==> src/rtl/i2s_transmitter_if.sv <==
// Sample handshake between an audio producer and the I2S transmitter.
// The producer offers a left/right pair; the transmitter accepts it when ready.
interface i2s_transmitter_if #(
  parameter int AUDIO_BIT_WIDTH = 24
) ();
  logic [AUDIO_BIT_WIDTH-1:0] sample_left;
  logic [AUDIO_BIT_WIDTH-1:0] sample_right;
  logic                       sample_valid;
  logic                       sample_ready;

  modport master (
    output sample_left,
    output sample_right,
    output sample_valid,
    input  sample_ready
  );

  modport slave (
    input  sample_left,
    input  sample_right,
    input  sample_valid,
    output sample_ready
  );
endinterface

==> src/rtl/i2s_transmitter.sv <==
// Standard I2S serializer with a one-pair holding buffer; frames never stall,
// repeating the last pair and pulsing underrun when no new pair is waiting.
module i2s_transmitter #(
  parameter int AUDIO_BIT_WIDTH = 24,
  parameter int BCLK_DIVIDE     = 6,
  parameter int SLOT_WIDTH      = 32
) (
  input  logic             i_clock,
  input  logic             i_reset,
  i2s_transmitter_if.slave bus,
  output logic             o_bclk,
  output logic             o_lrclk,
  output logic             o_sdata,
  output logic             o_underrun
);

  localparam int DIV_W = (BCLK_DIVIDE > 2) ? $clog2(BCLK_DIVIDE) : 1;
  localparam int BIT_W = $clog2(2 * SLOT_WIDTH);
  localparam int IDX_W = (AUDIO_BIT_WIDTH > 2) ? $clog2(AUDIO_BIT_WIDTH) : 1;

  localparam logic [DIV_W-1:0] DIV_LAST = DIV_W'(BCLK_DIVIDE - 1);
  localparam logic [DIV_W-1:0] DIV_HALF = DIV_W'(BCLK_DIVIDE / 2);
  localparam logic [BIT_W-1:0] BIT_LAST = BIT_W'(2 * SLOT_WIDTH - 1);

  logic [DIV_W-1:0]           r_divCnt;
  logic [BIT_W-1:0]           r_bitCnt;
  logic                       r_bclk;
  logic                       r_lrclk;
  logic                       r_sdata;
  logic                       r_underrun;
  logic                       r_bufFull;
  logic                       r_ready;
  logic [AUDIO_BIT_WIDTH-1:0] r_bufLeft;
  logic [AUDIO_BIT_WIDTH-1:0] r_bufRight;
  logic [AUDIO_BIT_WIDTH-1:0] r_frameLeft;
  logic [AUDIO_BIT_WIDTH-1:0] r_frameRight;

  logic             w_evtE;
  logic             w_load;
  logic             w_handshake;
  logic             w_fullNext;
  logic [DIV_W-1:0] w_divNext;
  logic [BIT_W-1:0] w_bitNext;
  logic             w_lrclkNext;
  logic             w_sdataNext;
  logic [IDX_W-1:0] w_leftIdx;
  logic [IDX_W-1:0] w_rightIdx;

  assign w_evtE      = (r_divCnt == DIV_LAST);
  assign w_load      = w_evtE && (r_bitCnt == BIT_LAST);
  assign w_handshake = bus.sample_valid && r_ready;
  assign w_divNext   = w_evtE ? '0 : r_divCnt + 1'b1;

  // Serial outputs are precomputed from the bit count about to be entered so
  // the flops present them in the cycle right after the bclk falling edge.
  always_comb begin
    w_bitNext   = r_bitCnt;
    w_sdataNext = 1'b0;
    if (w_evtE) begin
      w_bitNext = (r_bitCnt == BIT_LAST) ? '0 : r_bitCnt + 1'b1;
    end
    w_lrclkNext = (int'(w_bitNext) >= SLOT_WIDTH);
    w_leftIdx   = IDX_W'(AUDIO_BIT_WIDTH - int'(w_bitNext));
    w_rightIdx  = IDX_W'(AUDIO_BIT_WIDTH + SLOT_WIDTH - int'(w_bitNext));
    if (int'(w_bitNext) >= 1 && int'(w_bitNext) <= AUDIO_BIT_WIDTH) begin
      w_sdataNext = r_frameLeft[w_leftIdx];
    end else if (int'(w_bitNext) >= SLOT_WIDTH + 1 &&
                 int'(w_bitNext) <= SLOT_WIDTH + AUDIO_BIT_WIDTH) begin
      w_sdataNext = r_frameRight[w_rightIdx];
    end
  end

  // A frame load drains the buffer; an accept can only happen while it is empty.
  always_comb begin
    w_fullNext = r_bufFull;
    if (w_load && r_bufFull) begin
      w_fullNext = 1'b0;
    end else if (w_handshake) begin
      w_fullNext = 1'b1;
    end
  end

  always_ff @(posedge i_clock or posedge i_reset) begin
    if (i_reset) begin
      r_divCnt     <= '0;
      r_bitCnt     <= '0;
      r_bclk       <= 1'b0;
      r_lrclk      <= 1'b0;
      r_sdata      <= 1'b0;
      r_underrun   <= 1'b0;
      r_bufFull    <= 1'b0;
      r_ready      <= 1'b1;
      r_bufLeft    <= '0;
      r_bufRight   <= '0;
      r_frameLeft  <= '0;
      r_frameRight <= '0;
    end else begin
      r_divCnt   <= w_divNext;
      r_bclk     <= (w_divNext >= DIV_HALF);
      r_underrun <= w_load && !r_bufFull;
      r_bufFull  <= w_fullNext;
      r_ready    <= !w_fullNext;
      if (w_evtE) begin
        r_bitCnt <= w_bitNext;
        r_lrclk  <= w_lrclkNext;
        r_sdata  <= w_sdataNext;
      end
      if (w_load && r_bufFull) begin
        r_frameLeft  <= r_bufLeft;
        r_frameRight <= r_bufRight;
      end
      if (w_handshake) begin
        r_bufLeft  <= bus.sample_left;
        r_bufRight <= bus.sample_right;
      end
    end
  end

  assign bus.sample_ready = r_ready;
  assign o_bclk           = r_bclk;
  assign o_lrclk          = r_lrclk;
  assign o_sdata          = r_sdata;
  assign o_underrun       = r_underrun;

endmodule

==> src/flat_wrapper.sv <==
// flat-port wrapper written by rule: the top's interface ports become plain ports
module i2s_transmitter_flat 
#(
  parameter int AUDIO_BIT_WIDTH = 24,
  parameter int BCLK_DIVIDE     = 6,
  parameter int SLOT_WIDTH      = 32
)
  (i_clock, i_reset, o_bclk, o_lrclk, o_sdata, o_underrun, bus_sample_left, bus_sample_right, bus_sample_valid, bus_sample_ready);
  i2s_transmitter_if #(.AUDIO_BIT_WIDTH(AUDIO_BIT_WIDTH)) bus_i ();
  input  logic i_clock;
  input  logic i_reset;
  output logic o_bclk;
  output logic o_lrclk;
  output logic o_sdata;
  output logic o_underrun;
  input wire logic [$bits(bus_i.sample_left)-1:0] bus_sample_left;
  input wire logic [$bits(bus_i.sample_right)-1:0] bus_sample_right;
  input wire logic [$bits(bus_i.sample_valid)-1:0] bus_sample_valid;
  output wire logic [$bits(bus_i.sample_ready)-1:0] bus_sample_ready;
  assign bus_i.sample_left = bus_sample_left;
  assign bus_i.sample_right = bus_sample_right;
  assign bus_i.sample_valid = bus_sample_valid;
  assign bus_sample_ready = bus_i.sample_ready;
  i2s_transmitter #(.AUDIO_BIT_WIDTH(AUDIO_BIT_WIDTH), .BCLK_DIVIDE(BCLK_DIVIDE), .SLOT_WIDTH(SLOT_WIDTH)) u_core (.i_clock(i_clock), .i_reset(i_reset), .bus(bus_i), .o_bclk(o_bclk), .o_lrclk(o_lrclk), .o_sdata(o_sdata), .o_underrun(o_underrun));
endmodule
==> config.mk <==
export PLATFORM = sky130hd
export DESIGN_NAME = i2s_transmitter_flat
export DESIGN_NICKNAME = d
export VERILOG_FILES = /design/src/rtl/i2s_transmitter_if.sv /design/src/rtl/i2s_transmitter.sv /design/src/flat_wrapper.sv
export SDC_FILE = /design/constraint.sdc
export NUM_CORES = 1
export LEC_CHECK = 0
export CAP_MARGIN = 10
export CORE_ASPECT_RATIO = 1.1
export CORE_UTILIZATION = 40
export CTS_CLUSTER_DIAMETER = 30
export DETAILED_ROUTE_END_ITERATION = 10
export GPL_ROUTABILITY_DRIVEN = 0
export PLACE_DENSITY = 0.58
export SLEW_MARGIN = 30
export SYNTH_ARGS = -nofsm -noshare
export SYNTH_HDL_FRONTEND = slang
export SYNTH_SLANG_ARGS = --single-unit
==> constraint.sdc <==
create_clock -name i_clock -period 4.4 [get_ports i_clock]
set_input_delay 0.88 -clock i_clock [delete_from_list [all_inputs] [get_ports i_clock]]
set_output_delay 0.88 -clock i_clock [all_outputs]
set_load 0.01 [all_outputs]
Word-level counts from Yosys, hierarchy flattened

Cells that the tools add are included.

Add/subtract/negate cells: 4
Magnitude comparators: 8
Equal/unequal tests: 2
Multiplexer cells: 11
Reduce and logical (&&, ||, !) cells: 8

Operators by type and width:

| kind                                                       | number |
|---|---|
| >= comparator 6 bit, second input constant                 | 2 |
| less-than comparator 5 x 6 -> 1 bit, second input constant | 2 |
| two-way mux 6 bit                                          | 2 |
| binary-select mux 1 bit (select 5 bit)                     | 2 |
| subtractor 5 bit, first input constant                     | 2 |
| adder 6 x 1 -> 6 bit, second input constant                | 1 |
| == test 6 bit, second input constant                       | 1 |
| >= comparator 6 x 1 -> 1 bit, second input constant        | 1 |
| <= comparator 6 x 5 -> 1 bit, second input constant        | 1 |
| <= comparator 6 bit, second input constant                 | 1 |
| logical AND 1 bit                                          | 6 |
| two-way mux 1 bit                                          | 6 |
| adder 3 x 1 -> 3 bit, second input constant                | 1 |
| == test 3 bit, second input constant                       | 1 |
| >= comparator 3 x 2 -> 1 bit, second input constant        | 1 |
| two-way mux 3 bit                                          | 1 |
| logical NOT 1 bit                                          | 2 |

Register bits after elaboration: 111
Input port bits: 51
Output and inout bits: 5
Logic and storage cells: 45

Depth between registers and ports, before layout

Depth in word-level cells: 8
Depth in mapped cells: 15
Mapped depth without buffers: 12

Worst setup path after synthesis

OpenSTA, ideal clock, no wires.

Kind: reg2reg
Start point: reg u_core.r_divCnt[2]
End point: reg u_core.r_sdata, in the netlist u_core.o_sdata
Arrival: 3.049 ns
Data required time: 4.274 ns
Slack: 1.225 ns
Stages on the path, launching flop included: 15
Path buffers: 4
Clock period less this slack: 3.175 ns
Cell sequence: dfrtp_1 -> clkbuf_2 -> nand3b_1 -> clkbuf_1 -> clkbuf_1 -> nand2_1 -> nand2_1 -> inv_1 -> ha_1 -> buf_1 -> mux4_2 -> a221oi_2 -> o22ai_1 -> o311ai_1 -> o21ai_1

Word-level cells in the longest chain between the ends: 7
Elaborated cells on any way between the ends: 16
Those cells by class: add/sub: 2; order compare: 4; eq/ne: 1; mux: 7; reduce/logical: 2

RTL lines:

| item                                    | line                                         | text |
|---|---|---|
| from (decl)                             | i2s_transmitter.sv:25                        | `logic [DIV_W-1:0] r_divCnt;` |
| from (signal assigned)                  | i2s_transmitter.sv:98                        | `r_divCnt <= w_divNext;` |
| == test 3 bit (*)                       | i2s_transmitter.sv:49                        | `assign w_evtE = (r_divCnt == DIV_LAST);` |
| two-way mux 6 bit                       | i2s_transmitter.sv:59                        | `if (w_evtE) begin` |
| subtractor 5 bit                        | i2s_transmitter.sv:63, i2s_transmitter.sv:64 |  |
| binary-select mux 1 bit (select 5 bit)  | i2s_transmitter.sv:69                        | `w_sdataNext = r_frameRight[w_rightIdx];` |
| two-way mux 1 bit (not written as such) | i2s_transmitter.sv:69                        |  |
| two-way mux 1 bit                       | i2s_transmitter.sv:67                        | `end else if (int'(w_bitNext) >= SLOT_WIDTH + 1 &&` |
| two-way mux 1 bit                       | i2s_transmitter.sv:65                        | `if (int'(w_bitNext) >= 1 && int'(w_bitNext) <= AUDIO_BIT_WIDTH) begin` |
| to (signal assigned)                    | i2s_transmitter.sv:106                       | `r_sdata <= w_sdataNext;` |
| to (decl)                               | i2s_transmitter.sv:29                        | `logic r_sdata;` |

Mark *: on every way between the ends. The rest lies on a longest branch, timed or not. The select of a mux whose other input is x is not followed.
A chain may end at the register's enable or synchronous reset.

Worst setup path in the final report

Start point: reg u_core.r_bitCnt[1]
End point: reg u_core.r_sdata, in the netlist u_core.o_sdata

Word-level cells in the longest chain between the ends: 8
Elaborated cells on any way between the ends: 18
Those cells by class: add/sub: 3; order compare: 4; eq/ne: 1; mux: 8; reduce/logical: 2

RTL lines:

| item                                    | line                                         | text |
|---|---|---|
| from (decl)                             | i2s_transmitter.sv:26                        | `logic [BIT_W-1:0] r_bitCnt;` |
| from (signal assigned)                  | i2s_transmitter.sv:104                       | `r_bitCnt <= w_bitNext;` |
| == test 6 bit (*)                       | i2s_transmitter.sv:60                        | `w_bitNext = (r_bitCnt == BIT_LAST) ? '0 : r_bitCnt + 1'b1;` |
| two-way mux 6 bit (*)                   | i2s_transmitter.sv:60                        |  |
| two-way mux 6 bit (*)                   | i2s_transmitter.sv:59                        |  |
| net u_core.w_bitNext[0]                 | i2s_transmitter.sv:43                        | `logic [BIT_W-1:0] w_bitNext;` |
| subtractor 5 bit                        | i2s_transmitter.sv:63, i2s_transmitter.sv:64 |  |
| binary-select mux 1 bit (select 5 bit)  | i2s_transmitter.sv:69                        |  |
| two-way mux 1 bit (not written as such) | i2s_transmitter.sv:69                        |  |
| two-way mux 1 bit                       | i2s_transmitter.sv:67                        |  |
| two-way mux 1 bit (*)                   | i2s_transmitter.sv:65                        |  |

The timed path passes the listed nets; every way through them passes the cells marked *. The select of a mux whose other input is x is not followed.

==> results.toml <==
[synthesis]
async_flop_share_pct = 100
yosysWarningCount = 0
syn-cell-area_sq_um = 5010
synth_seq_area_share_pct = 55.5
postSynthCellCount = 379
yosysUniqueCellTypes = 56
synthesis.area_per_instance_sq_um = 13.2
yosys_register_bits = 111
synthesis.nets = 434
synth-edff-count = 0
ys_dominant_reg_cell = "dfrtp_1"

[die]
row_count = 42
num_io_pins = 56
starting_density_of_the_core_pct = 41.2
dieArea_sq_um = 13000
die_h_um = 119
coreArea_sq_um = 12100
die_x_um = 109

[worst_setup_path]
crit_chain = "ha_1 > and2_0 > a211o_4 > nand2_8 > inv_6 > ha_1 > xnor2_1 > a311oi_1 > a221oi_2 > o22ai_1 > o311ai_1 > o21ai_1"
crit_fanout = 10
critical_path.endpoint_type = "register"
max_stage_delay_on_crit_path_ns = 0.59
worst_path_most_repeated_cell = "ha_1"
slowest_cp_cell = "xnor2_1"
crit_required_ns = 4.63
cp_data_arrival_time_ns = 3.49
timing_worst_setup_path_type = "register to register"
startpoint_type = "register"

[route]
route.detailed.drc = 0
avgRoutedWirePerCell_um = 16.5
detailedRoute.firstPassIterationCount = 4
post_drt_via_cell_ratio = 5.29
ant_nets = 0
drt_wl_total_mm = 9.68
count_of_routing_violations_after_the_opening_detailed_route_iteration = 182
route.vias.total = 3113

[global_route]
first_pass_grt_wire_length_mm = 16.1
global_route.overflow_total = 0
grt_util_all_layers_pct = 16.5
antenna_found_initial = 0
grt_max_degree = 60
first_global_vias = 3167

[clock_tree]
cts.repair_timing.setup_buffer_count = 0
cts_tree = "done"
cts_buffers = 9
clk_latency_ns = 0.35
clock-sinks = 111
cts.htree.levels = 3
cts_resized = 0
postCtsHoldBufs = 0
root_buffer = "clkbuf_16"
cts_max_path_buffers = 2
clkSlewWorstSetupHoldPaths_ns = 0.07

[sta]
drv_slew = 0
hold_viol = 0
setup_tns_ns = 0
post-route-worst-setup-slack_ns = 1.14
report.final.setup_viol = 0
slew_headroom_pct = 44.3
final.min_clock_period_ns = 3.26
skew_ns = 0.00691
final_min_period_over_clock_period_pct = 74.1
setup_repair_after_global_routing_missed_its_margin = "false"
tightestPinTransition_ns = 0.836
max_freq_mhz = 307

[pwr]
switching_share_pct = 21.9
power.leakage_nw = 2.66
comb_power_share_pct = 10.7
seq_power_share_pct = 54.8
power.net_switching_mw = 0.519
cellPowerDensity_nw_per_um2 = 395
pwr-share-clk_pct = 34.4
ir_drop_worst_vdd_mv = 0.209
power_report.internal_total_mw = 1.85

[placed_design]
pre_cts_slack_ns = 1.14
buffers_on_ports = 55
dp_hpwl_mm = 6.81

[finish]
multi_input_logic_area_sq_um = 2120
drive_gt1_share_pct = 29.3
diodes = 0
finish.net_count = 484
layout_common_cells = "110 x dfrtp_1, 98 x mux2_2, 55 x clkdlybuf4s50_1"
register_area_sq_um = 2780
layout_filler_cell_count = 1087
most_common_cell_after_layout_fill_and_taps_aside = "dfrtp_1"
area_overhead_of_the_layout_relative_to_synthesis_pct = 20.1

[job]
maxCapViolations = 0

[status]
run_status = "finished, final reports clean"

[worst_hold_path]
hp-class = "register to register"
[cell families after synthesis]
family	count (synthesis)	synth area share [%]
xor+xnor	8	1.40
compound gates	47	7.10
simple gates	69	6.95
buf+inv	28	2.37
fa+ha+maj	4	1.00
mux	112	25.7
flops	111	55.5
[through the flow]
stage	util, %	total power, mW	std cells	cell area (sq um)	hold WS [ns]
CTS	49.5	2.41	588	6010	0.505
global route	49.5	2.50	588	6010	0.526
floorplan	-	1.47	379	5010	0.425
detailed placement	47.0	1.59	572	5710	0.491
global placement	47.0	1.57	572	5710	0.486
finish	49.5	2.37	588	6010	0.495
[cell type report]
cell class                 instances  share of cell area (%)
sequential                       111                    46.2
inverter                           7                   0.562
clock inverter                     3                   0.708
clock buffer                      13                    4.33
timing repair buffer              60                    9.78
tap                              154                    3.20
multi-input combinational        240                    35.2
[cell usage after synthesis, types with 4 or more instances]
cell / count / area [sq um]
dfrtp_1: 110 / 2750
mux2_2: 98 / 1100
nand2_1: 35 / 131
mux2i_1: 11 / 110
a21oi_1: 10 / 50.1
buf_1: 10 / 37.5
clkbuf_1: 9 / 33.8
nand3_1: 8 / 40.0
inv_1: 6 / 22.5
o21ai_0: 5 / 25.0
xnor2_1: 5 / 43.8
and3_1: 4 / 25.0
ha_1: 4 / 50.1
nor2_1: 4 / 15.0
[flip-flops by register name, indices dropped and copies added, names as in the netlist]
| register | count |
|---|---|
| u_core.r_bufLeft | 24 |
| u_core.r_bufRight | 24 |
| u_core.r_frameLeft | 24 |
| u_core.r_frameRight | 24 |
| u_core.r_bitCnt | 6 |
| u_core.r_divCnt | 3 |
| u_core.bus.sample_ready | 1 |
| u_core.o_bclk | 1 |
| u_core.o_lrclk | 1 |
| u_core.o_sdata | 1 |
| u_core.o_underrun | 1 |
| u_core.r_bufFull | 1 |
[routing by layer]
| metal | routed length (um) | share of wire, % | global-route usage [%] | vias up |
|---|---|---|---|---|
| met4 | 162 | 1.7 | 6.33 | 0 |
| met1 | 4560 | 47 | 22.1 | 1576 |
| met5 | 0 | 0 | 0 | - |
| met2 | 4660 | 48 | 25.9 | 45 |
| met3 | 297 | 3.1 | 3.45 | 11 |
| li1 | - | - | - | 1481 |
[critical path: cells and delay by family (launching register included)]
family          cells  cell delay (ns)
flops               1             0.42
fa+ha+maj           2             0.47
simple gates        2             0.32
compound gates      6             1.27
buf+inv             1             0.07
xor+xnor            1             0.59
[power groups by stage]
stage | clock (mW) | sequential (mW) | combinational (mW)
6_report | 0.817 | 1.30 | 0.254
4_1_cts | 0.844 | 1.31 | 0.262
3_5_place_dp | 0 | 1.33 | 0.261
5_1_grt | 0.885 | 1.33 | 0.282
3_3_place_gp | 0 | 1.32 | 0.249
2_1_floorplan | 0 | 1.28 | 0.189
[final timing paths]
kind,start,to,slack [ns],cells after the start
max reg2reg,u_core.r_bitCnt[1],u_core.o_sdata,1.14,12
min,u_core.o_lrclk,u_core.o_lrclk,0.50,2
max,u_core.r_bitCnt[1],u_core.o_sdata,1.14,12
max in group asynchronous,i_reset,u_core.r_frameLeft[8],2.54,3
min reg2reg,u_core.o_lrclk,u_core.o_lrclk,0.50,2
min in group asynchronous,i_reset,u_core.r_bufLeft[11],1.01,2
Power figures use the tool's default switching activity.
